## src/rtl/mic_pkg.sv

```systemverilog
// mic_pkg: shared types, widths and the saturation helper for the microphone
// sample conditioning path (mic_sample_cond and its output FIFO).
package mic_pkg;

  // Conditioning FSM: one state per pipeline step of a single input sample.
  typedef enum logic [1:0] {
    S_IDLE = 2'd0,
    S_DC   = 2'd1,
    S_ACC  = 2'd2,
    S_PUSH = 2'd3
  } mic_state_e;

  localparam int MIC_IN_W  = 24;
  localparam int MIC_OUT_W = 16;

  // Working width of the scaled value before it is clamped to the output width.
  localparam int SAT_W = 64;
  localparam logic signed [SAT_W-1:0] SAT_ONE = 64'sd1;

  // Clamp a signed value to the two's complement range of 'width' bits.
  function automatic logic signed [SAT_W-1:0] saturate(
    input logic signed [SAT_W-1:0] value,
    input int                      width
  );
    logic signed [SAT_W-1:0] max_v;
    logic signed [SAT_W-1:0] min_v;
    max_v = (SAT_ONE <<< (width - 1)) - SAT_ONE;
    min_v = -(SAT_ONE <<< (width - 1));
    if (value > max_v) begin
      saturate = max_v;
    end else if (value < min_v) begin
      saturate = min_v;
    end else begin
      saturate = value;
    end
  endfunction

endpackage

```

## src/rtl/sample_fifo.sv

```systemverilog
// sample_fifo: first-word-fall-through FIFO with occupancy count.
// A push while full is dropped unless a pop happens in the same cycle;
// the caller decides how to report a dropped push using 'full'.
module sample_fifo
  import mic_pkg::*;
#(
  parameter int  WIDTH = MIC_OUT_W,
  parameter int  DEPTH = 16,
  localparam int AW    = $clog2(DEPTH),
  localparam int LW    = AW + 1
) (
  input  logic             clk,
  input  logic             rst,
  input  logic             push,
  input  logic             pop,
  input  logic [WIDTH-1:0] wdata,
  output logic [WIDTH-1:0] rdata,
  output logic             full,
  output logic             empty,
  output logic [LW-1:0]    level
);

  logic [WIDTH-1:0] mem_q [DEPTH];
  logic [AW-1:0]    wr_ptr_q, wr_ptr_d;
  logic [AW-1:0]    rd_ptr_q, rd_ptr_d;
  logic [LW-1:0]    level_q, level_d;
  logic             do_push_s, do_pop_s;

  assign empty = (level_q == '0);
  assign full  = (level_q == LW'(DEPTH));
  assign level = level_q;
  // Head of queue is visible without a read request; zero when nothing is queued.
  assign rdata = empty ? '0 : mem_q[rd_ptr_q];

  // Decide which of push/pop take effect and compute the next pointers and count.
  always_comb begin
    do_pop_s  = pop & ~empty;
    do_push_s = push & (~full | do_pop_s);
    if (do_push_s) begin
      wr_ptr_d = wr_ptr_q + AW'(1);
    end else begin
      wr_ptr_d = wr_ptr_q;
    end
    if (do_pop_s) begin
      rd_ptr_d = rd_ptr_q + AW'(1);
    end else begin
      rd_ptr_d = rd_ptr_q;
    end
    case ({do_push_s, do_pop_s})
      2'b10:   level_d = level_q + LW'(1);
      2'b01:   level_d = level_q - LW'(1);
      default: level_d = level_q;
    endcase
  end

  // Pointer and occupancy registers.
  always_ff @(posedge clk or negedge rst) begin
    if (!rst) begin
      wr_ptr_q <= '0;
      rd_ptr_q <= '0;
      level_q  <= '0;
    end else begin
      wr_ptr_q <= wr_ptr_d;
      rd_ptr_q <= rd_ptr_d;
      level_q  <= level_d;
    end
  end

  // Storage array; contents are only observable through a valid head.
  always_ff @(posedge clk) begin
    if (do_push_s) begin
      mem_q[wr_ptr_q] <= wdata;
    end
  end

endmodule

```

## src/rtl/mic_sample_cond.sv

```systemverilog
// mic_sample_cond: conditions raw I2S microphone samples. Each strobed sample
// has its DC offset removed, DECIM samples are block-averaged, the average is
// scaled to OUT_W bits with saturation and queued in a FWFT output FIFO.
// Build option MIC_COND_DC_EN: when defined the DC tracker is active; when
// undefined the DC step passes samples through unchanged (same timing).
module mic_sample_cond
  import mic_pkg::*;
#(
  parameter int  IN_W       = MIC_IN_W,
  parameter int  OUT_W      = MIC_OUT_W,
  parameter int  DECIM      = 4,
  parameter int  DC_SHIFT   = 8,
  parameter int  GAIN_SHIFT = 0,
  parameter int  FIFO_DEPTH = 16,
  localparam int LVL_W      = $clog2(FIFO_DEPTH) + 1
) (
  input  logic             clk,
  input  logic             rst,
  input  logic             enable,
  input  logic [IN_W-1:0]  in_sample,
  input  logic             in_rdy,
  output logic [OUT_W-1:0] out_data,
  output logic             out_valid,
  input  logic             out_ready,
  output logic [LVL_W-1:0] fifo_level,
  output logic             overflow,
  input  logic             clr_ovf
);

  localparam int DEC_SH  = $clog2(DECIM);
  localparam int CNT_W   = DEC_SH + 1;
  localparam int Y_W     = IN_W + 1;
  localparam int SUM_W   = IN_W + DEC_SH + 1;
  localparam int DC_W    = IN_W + DC_SHIFT;
  localparam int NORM_SH = IN_W - OUT_W;

  mic_state_e              state_q, state_d;
  logic signed [IN_W-1:0]  x_q, x_d;
  logic signed [Y_W-1:0]   y_q, y_d;
  logic signed [Y_W-1:0]   y_calc_s;
  logic signed [SUM_W-1:0] sum_q, sum_d;
  logic [CNT_W-1:0]        cnt_q, cnt_d;
  logic                    ovf_q, ovf_d;
  logic signed [DC_W-1:0]  dc_acc_s;
  logic signed [IN_W-1:0]  dc_est_s;
  logic signed [SUM_W-1:0] avg_s;
  logic signed [SAT_W-1:0] scaled_s;
  logic [OUT_W-1:0]        push_val_s;
  logic                    push_s;
  logic                    pop_s;
  logic                    busy_drop_s;
  logic                    fifo_drop_s;
  logic                    fifo_full_s;
  logic                    fifo_empty_s;

`ifdef MIC_COND_DC_EN
  logic signed [DC_W-1:0] dc_acc_q, dc_acc_d;

  // Move the DC estimate by y each time a sample passes through S_DC.
  always_comb begin
    if (enable && (state_q == S_DC)) begin
      dc_acc_d = dc_acc_q + DC_W'(y_calc_s);
    end else begin
      dc_acc_d = dc_acc_q;
    end
  end

  // DC accumulator; survives enable=0 so the estimate is not relearned.
  always_ff @(posedge clk or negedge rst) begin
    if (!rst) begin
      dc_acc_q <= '0;
    end else begin
      dc_acc_q <= dc_acc_d;
    end
  end

  assign dc_acc_s = dc_acc_q;
`else
  // No tracker: the estimate is a constant zero, so y equals x.
  assign dc_acc_s = '0;
`endif

  // DC-corrected sample and the scaled block average.
  assign dc_est_s   = IN_W'(dc_acc_s >>> DC_SHIFT);
  assign y_calc_s   = Y_W'(x_q) - Y_W'(dc_est_s);
  assign avg_s      = sum_q >>> DEC_SH;
  assign scaled_s   = (SAT_W'(avg_s) <<< GAIN_SHIFT) >>> NORM_SH;
  assign push_val_s = OUT_W'(saturate(scaled_s, OUT_W));

  // FSM next state and datapath: one step per cycle; enable=0 abandons work.
  always_comb begin
    state_d     = state_q;
    x_d         = x_q;
    y_d         = y_q;
    sum_d       = sum_q;
    cnt_d       = cnt_q;
    push_s      = 1'b0;
    busy_drop_s = 1'b0;
    if (!enable) begin
      state_d = S_IDLE;
      sum_d   = '0;
      cnt_d   = '0;
    end else begin
      if (in_rdy && (state_q != S_IDLE)) begin
        busy_drop_s = 1'b1;
      end else begin
        busy_drop_s = 1'b0;
      end
      case (state_q)
        S_IDLE: begin
          if (in_rdy) begin
            x_d     = in_sample;
            state_d = S_DC;
          end else begin
            state_d = S_IDLE;
          end
        end
        S_DC: begin
          y_d     = y_calc_s;
          state_d = S_ACC;
        end
        S_ACC: begin
          sum_d = sum_q + SUM_W'(y_q);
          cnt_d = cnt_q + CNT_W'(1);
          if (cnt_d == CNT_W'(DECIM)) begin
            state_d = S_PUSH;
          end else begin
            state_d = S_IDLE;
          end
        end
        S_PUSH: begin
          push_s  = 1'b1;
          sum_d   = '0;
          cnt_d   = '0;
          state_d = S_IDLE;
        end
        default: begin
          state_d = S_IDLE;
        end
      endcase
    end
  end

  // FSM and datapath registers.
  always_ff @(posedge clk or negedge rst) begin
    if (!rst) begin
      state_q <= S_IDLE;
      x_q     <= '0;
      y_q     <= '0;
      sum_q   <= '0;
      cnt_q   <= '0;
    end else begin
      state_q <= state_d;
      x_q     <= x_d;
      y_q     <= y_d;
      sum_q   <= sum_d;
      cnt_q   <= cnt_d;
    end
  end

  // A push into a full FIFO is lost only when no pop frees a slot that cycle.
  assign pop_s       = out_ready;
  assign fifo_drop_s = push_s & fifo_full_s & ~(out_ready & ~fifo_empty_s);

  // Sticky overflow: a new error wins over a same-cycle clear.
  always_comb begin
    if (busy_drop_s || fifo_drop_s) begin
      ovf_d = 1'b1;
    end else if (clr_ovf) begin
      ovf_d = 1'b0;
    end else begin
      ovf_d = ovf_q;
    end
  end

  // Overflow flag register.
  always_ff @(posedge clk or negedge rst) begin
    if (!rst) begin
      ovf_q <= 1'b0;
    end else begin
      ovf_q <= ovf_d;
    end
  end

  assign overflow  = ovf_q;
  assign out_valid = ~fifo_empty_s;

  sample_fifo #(
    .WIDTH (OUT_W),
    .DEPTH (FIFO_DEPTH)
  ) u_fifo (
    .clk   (clk),
    .rst   (rst),
    .push  (push_s),
    .pop   (pop_s),
    .wdata (push_val_s),
    .rdata (out_data),
    .full  (fifo_full_s),
    .empty (fifo_empty_s),
    .level (fifo_level)
  );

endmodule

```

## config.mk

```make
export PLATFORM = sky130hd
export DESIGN_NAME = mic_sample_cond
export DESIGN_NICKNAME = d
export VERILOG_FILES = /design/src/rtl/mic_pkg.sv /design/src/rtl/sample_fifo.sv /design/src/rtl/mic_sample_cond.sv
export SDC_FILE = /design/constraint.sdc
export NUM_CORES = 1
export LEC_CHECK = 0
export BUFFER_PORTS_ARGS = -buffer_cell sky130_fd_sc_hd__buf_2
export CORE_ASPECT_RATIO = 1.4
export CORE_MARGIN = 1.5
export CORE_UTILIZATION = 60
export DETAILED_ROUTE_END_ITERATION = 10
export PLACE_DENSITY = 0.8
export SYNTH_ARGS = -nofsm -noshare
export SYNTH_HDL_FRONTEND = slang
export SYNTH_SLANG_ARGS = --single-unit
```

## constraint.sdc

```tcl
create_clock -name clk -period 6.2 [get_ports clk]
set_input_delay 0 -clock clk [delete_from_list [all_inputs] [get_ports clk]]
set_output_delay 0 -clock clk [all_outputs]
set_load 0.03 [all_outputs]
```

# [Word-level counts from Yosys, hierarchy flattened]
# Memories as Yosys holds them, arrays and structs flattened.
# Cells that the tools add are included.
[word_totals] inputBits=30 reg_bits=94 mem_count=1 output_inout_bits=23 mem_bits_rw=256 word_cells=63
[mem_list] name="u_fifo.mem_q" words=16 width=16 read_ports=1 rd_ports_with_merged_regs=0 wr=1 line_no="sample_fifo.sv:23" rtl="logic [WIDTH-1:0] mem_q [DEPTH];"
[classes] muxes=20 addsub=6 eq_ne=8 bitwise_logic=8 order_cmp=2 n_reduce_logical=9
[ops] operator="case mux 27 bit (2 select lines)" count=1
[ops] operator="two-way mux 16 bit" count=3
[ops] operator="adder 27 x 24 -> 27 bit" count=1
[ops] operator="two-way mux 27 bit" count=1
[ops] operator="greater-than comparator 17 x 16 -> 1 bit, second input constant" count=1
[ops] operator="< comparator 17 x 16 -> 1 bit, second input constant" count=1
[ops] operator="case mux 5 bit (2 select lines)" count=1
[ops] operator="two-way mux 1 bit" count=9
[ops] operator="adder 4 x 1 -> 4 bit, second input constant" count=2
[ops] operator="case mux 2 bit (4 select lines)" count=1
[ops] operator="== test 2 bit, second input constant" count=3
[ops] operator="case mux 3 bit (2 select lines)" count=1
[ops] operator="nonzero test 2 bit" count=3
[ops] operator="adder 5 x 1 -> 5 bit, second input constant" count=1
[ops] operator="== test 5 bit, second input constant" count=1
[ops] operator="zero test 5 bit" count=1
[ops] operator="subtractor 5 x 1 -> 5 bit, second input constant" count=1
[ops] operator="AND 1 bit" count=4
[ops] operator="== test 2 x 1 -> 1 bit, second input constant" count=2
[ops] operator="two-way mux 2 bit" count=2
[ops] operator="adder 3 x 1 -> 3 bit, second input constant" count=1
[ops] operator="== test 3 bit, second input constant" count=1
[ops] operator="two-way mux 3 bit" count=1
[ops] operator="inequality test 3 x 1 -> 1 bit, second input constant" count=1
[ops] operator="other kinds (7)" count=9

# [Longest topological paths before layout]
[depth] word_depth=7 mapped_depth=10 mapped_depth_nobuf=10

# [Modules after synthesis]
# From an unflattened synthesis, not the netlist that was laid out.
[unflattened] cells_unflattened=925 hier_area_um2=15280.9
[modules_own_cells] mod="sample_fifo" area_per_inst_um2=10667.7 cells_each=505 seq_area_each_um2=8012.7 n_inst=1
[modules_own_cells] mod="mic_sample_cond" area_per_inst_um2=4613.2 cells_each=420 seq_area_each_um2=2026.9 n_inst=1

# [Least setup slack after synthesis]
# OpenSTA, ideal clock, no wires.
[synth_path] path_type="flip-flop to flip-flop" start="reg u_fifo.level_q[1], in the netlist u_fifo.level[1]" end="reg u_fifo.level_q[4], in the netlist u_fifo.level[4]" stages_incl_launch_ff=11 setup_time_ps=141 setup_slack_ps=3555 arrival_ps=2504 synth_period_minus_slack_ps=2645 t_required_ps=6059 n_path_buf=0 cell_sequence="dfrtp_1 nor4_1 nand2b_1 nand3_1 inv_1 ha_1 a21o_1 a21oi_1 or3_1 a32oi_1 o211ai_1"
[synth_via] elab_chain_cells=7 word_cells_on_any_way=13 cone_classes="2 x add/sub; 3 x eq/ne; 1 x mux; 5 x bitwise; 2 x reduce/logical"
[synth_rtl] item="from (decl)" line_no="sample_fifo.sv:26" rtl="logic [LW-1:0] level_q, level_d;"
[synth_rtl] item="from (signal assigned)" line_no="sample_fifo.sv:65" rtl="level_q <= level_d;"
[synth_rtl] item="zero test 5 bit" line_no="sample_fifo.sv:29" rtl="assign empty = (level_q == '0);"
[synth_rtl] item="inverter 1 bit" line_no="sample_fifo.sv:37" rtl="do_pop_s = pop & ~empty;"
[synth_rtl] item="AND 1 bit" line_no="sample_fifo.sv:37"
[synth_rtl] item="bitwise OR 1 bit" line_no="sample_fifo.sv:38" rtl="do_push_s = push & (~full | do_pop_s);"
[synth_rtl] item="AND 1 bit" line_no="sample_fifo.sv:38"
[synth_rtl] item="== test 2 x 1 -> 1 bit or == test 2 bit (tied branches)" line_no="sample_fifo.sv:49" rtl="case ({do_push_s, do_pop_s})"
[synth_rtl] item="case mux 5 bit (2 select lines) or nonzero test 2 bit (tied branches)"
# Several ways; a longest one is shown, not always the timed one.
# A chain may end at the register's enable or synchronous reset.

# [Worst setup path in the final report]
[layout_path] start="reg u_fifo.rd_ptr_q[0]" end="out out_data[4]"
[layout_via] elab_chain_cells=2
[layout_rtl] item="from (decl)" line_no="sample_fifo.sv:25" rtl="logic [AW-1:0] rd_ptr_q, rd_ptr_d;"
[layout_rtl] item="from (signal assigned)" line_no="sample_fifo.sv:64" rtl="rd_ptr_q <= rd_ptr_d;"
[layout_rtl] item="memory read (16 x 16 bit)"
[layout_rtl] item="two-way mux 16 bit" line_no="sample_fifo.sv:33" rtl="assign rdata = empty ? '0 : mem_q[rd_ptr_q];"
[layout_rtl] item="to (decl)" line_no="mic_sample_cond.sv:22" rtl="output logic [OUT_W-1:0] out_data,"
# No other way between the ends.

==> impl_metrics.py <==
metrics = {
    "pwr": {
        "power_density_nw_per_um2": 406,
        "peakVddDrop_v": 0.000370,
        "power_leakage_uw": 0.00625,
    },
    "setup_path": {
        "worstSetupPathType": "reg -> out",
        "end_kind": "primary output",
        "required_ns": 6.20,
        "critPathSlowestCell": "dfrtp_4",
        "worstPathArrival_ns": 3.65,
        "cp_common_cell": "mux4_2",
        "rrSetupSlack_ns": 2.70,
        "startpoint_type": "flop",
        "cp_max_fo": 35,
        "crit_path_max_incr_delay_ns": 0.90,
        "crit_chain": "buf_4 -> mux4_2 -> mux4_2 -> and2_1 -> buf_2",
    },
    "synthesis": {
        "synth_top_flop_cell": "edfxtp_1",
        "synthArstFlopShare_pct": 26.9,
        "synth_edf_count": 256,
        "synthDominantCellAreaShare_pct": 51.2,
        "ys_warn_count": 0,
        "synth_area_leader_cell": "edfxtp_1",
        "ys_seq_area_share_pct": 66.9,
        "yosysUniqueCellTypes": 61,
        "syn_nets": 938,
        "syn_avg_cell_area_sq_um": 17.2,
        "synthCells": 870,
        "synth_seq_cells": 350,
        "synth_area_leaders": "edfxtp_1, dfrtp_1, mux4_2, mux2_2, ha_1",
        "synth_area_sq_um": 15000,
    },
    "worst_hold_path": {
        "worstHoldPathType": "in -> reg",
    },
    "global_route": {
        "antenna_found_initial": 0,
        "grt_pass1_vias": 8373,
        "grt_max_degree": 68,
        "grt_use_total_pct": 24.9,
        "grt_overflow": 0,
        "grt_pass1_wl_um": 47700,
    },
    "routing": {
        "vias_per_cell": 6.23,
        "wl_met2_um": 16900,
        "wl_um": 30900,
        "ant_nets": 0,
        "wire_per_inst_um": 23.9,
        "highest_layer": "met4",
        "via_count": 8049,
        "drt-initial-drc-count": 517,
        "wl_met1_um": 11500,
        "first_pass_iters": 4,
        "drc_errors": 0,
        "route.met3.wl_um": 1680,
    },
    "placement": {
        "place_inst": 1204,
        "gp_congestion": 0.799,
        "dpl.hpwl_um": 17300,
        "numPortBuffers": 52,
    },
    "timing": {
        "fin_crit_ns": 3.65,
        "drv_slew": 0,
        "worst_pin_slew_ns": 1.23,
        "setup_viol_count_final": 0,
        "fmax_mhz": 274,
        "rsz0062_at_grt": "false",
        "clock_skew_ns": 0.0147,
        "hold_viol": 0,
        "max_slew_margin_pct": 18.3,
        "period_share_pct": 58.8,
        "tns_ns": 0,
    },
    "finish": {
        "diodes": 0,
        "nFillCells": 1582,
        "final_nets": 1021,
        "area_delta_synth_final_pct": 12.7,
        "layout-drive-gt1-share_pct": 25.9,
        "final_cells": 1292,
    },
    "run": {
        "maxCapViolations": 0,
    },
    "cts": {
        "htreeDepth": 1,
        "clk_pin_slew_ns": 0.06,
        "cts_resized": 0,
        "cts.sinks": 350,
        "cts_tree": "done",
        "clock_latency_ns": 0.56,
        "cts-root-buf": "clkbuf_16",
        "cts_setup_buffers": 0,
        "clk_path_buf_depth": 3,
        "cts_made_buffers": 31,
    },
    "floorplanning": {
        "start_util_pct": 61.0,
        "io_pins": 53,
        "dieHeight_um": 190,
        "dieArea_sq_um": 26000,
        "rows": 68,
        "coreArea_sq_um": 24600,
        "die_w_um": 137,
    },
    "status": {
        "status": "finished clean",
    },
}
==> logic make-up after synthesis <==
group	share of synthesized area (%)
AOI/OAI and AO/OA	5.06
buffers and inverters	1.36
xor gates and xnor gates	1.69
adders and majority gates	4.27
DFF	66.9
and+or+nand+nor	4.88
muxes	15.8
==> flip-flops by register name (all words and copies together) (netlist names) <==
| register | flops |
|---|---|
| u_fifo.mem_q | 256 |
| sum_q | 27 |
| x_q | 24 |
| y_q | 24 |
| u_fifo.level | 5 |
| u_fifo.rd_ptr_q | 4 |
| u_fifo.wr_ptr_q | 4 |
| cnt_q | 3 |
| state_q | 2 |
| overflow | 1 |
==> placed cells by master (no fill, tap or decap), types with 5 or more instances in the layout <==
cell type        n
buf_4            6
nor2_1          22
bufinv_16        5
dlygate4sd3_1   30
mux4_2          80
ha_1            36
inv_1           13
clkinv_2         5
maj3_1          15
clkbuf_1         5
nand3_1          8
clkbuf_16       31
a21o_1          12
dfrtp_1         92
mux2_2          49
buf_2           51
o21ai_0         37
clkinv_1         8
nand4_1          5
xnor2_1         16
xor2_1          13
and2_1          32
nand2_1         48
a21oi_1         18
edfxtp_1       256
nand2b_1         5
==> cell usage after synthesis (3+ instances only) <==
library cell / count
a211oi_1: 4
a21o_1: 12
a21o_2: 4
a21oi_1: 18
a22o_1: 4
and2_1: 32
and3_1: 3
and3b_1: 3
buf_1: 5
buf_2: 7
clkbuf_1: 26
dfrtp_1: 94
edfxtp_1: 256
ha_1: 36
inv_1: 13
maj3_1: 15
mux2_2: 49
mux4_2: 80
nand2_1: 48
nand2b_1: 5
nand3_1: 8
nand4_1: 5
nor2_1: 22
nor2b_1: 3
nor3_1: 4
o21a_1: 4
o21ai_0: 37
o21bai_1: 3
or3_1: 3
xnor2_1: 16
xor2_1: 13
==> worst max-delay path: cells and delay by family (launching register included) <==
kind / cells / cell delay (ns)
flip-flops: 1 / 0.90
AND/OR/NAND/NOR: 1 / 0.17
buffers and inverters: 2 / 0.84
multiplexers: 2 / 1.11
==> power by group <==
group	switching, uW	internal (uW)	leakage, uW	total [uW]
Clock	826	1120	0.000498	1950
Combinational	1040	981	0.00222	2020
Sequential	215	2680	0.00353	2900
==> stage by stage <==
stage	total power (uW)	hold slack (ns)	utilization, %	setup WS (ns)	area, sq um
global route	7160	0.197	68.7	2.34	16900
CTS	6920	0.180	68.7	2.44	16900
global placement	4900	-0.00312	63.3	2.82	15600
floorplan	4460	-0.296	-	3.56	15000
finish	6870	0.207	68.7	2.55	16900
detailed placement	4950	0.00107	63.3	2.72	15600
==> what timing repair did <==
item / 4_1_cts / 5_1_grt
hold buffers: 31 / 0
endpoints found under the setup margin: 0 / 0
endpoints found under the hold margin: 71 / 0
==> final cells by class <==
class                   instances  area (sq um)  area share, %
flip-flops and latches        350         10000           59.4
repair buffers                 88           621           3.67
inverters                      14          52.6          0.311
clock buffers                  36           795           4.70
multi-input cells             468          4760           28.2
clock inverters                21           234           1.38
well taps                     315           394           2.33
==> worst paths after layout <==
| check | to | cells past startpoint | startpoint |
|---|---|---|---|
| worst min-delay path | x_q[12] | 3 | in_sample[12] |
| max in group asynchronous | u_fifo.rd_ptr_q[0] | 4 | rst |
| worst min register to register | sum_q[7] | 2 | sum_q[7] |
| worst max register to register | u_fifo.level[4] | 10 | u_fifo.level[1] |
| worst max-delay path | out_data[4] | 5 | u_fifo.rd_ptr_q[0] |
| min in group asynchronous | sum_q[23] | 4 | rst |
==> layer usage <==
metal	GRT usage, %	vias to the layer above
li1	-	3567
met1	30.6	4171
met2	45.4	257
met3	3.52	54
met4	7.12	0
met5	0	-
Power figures use the tool's default switching activity.
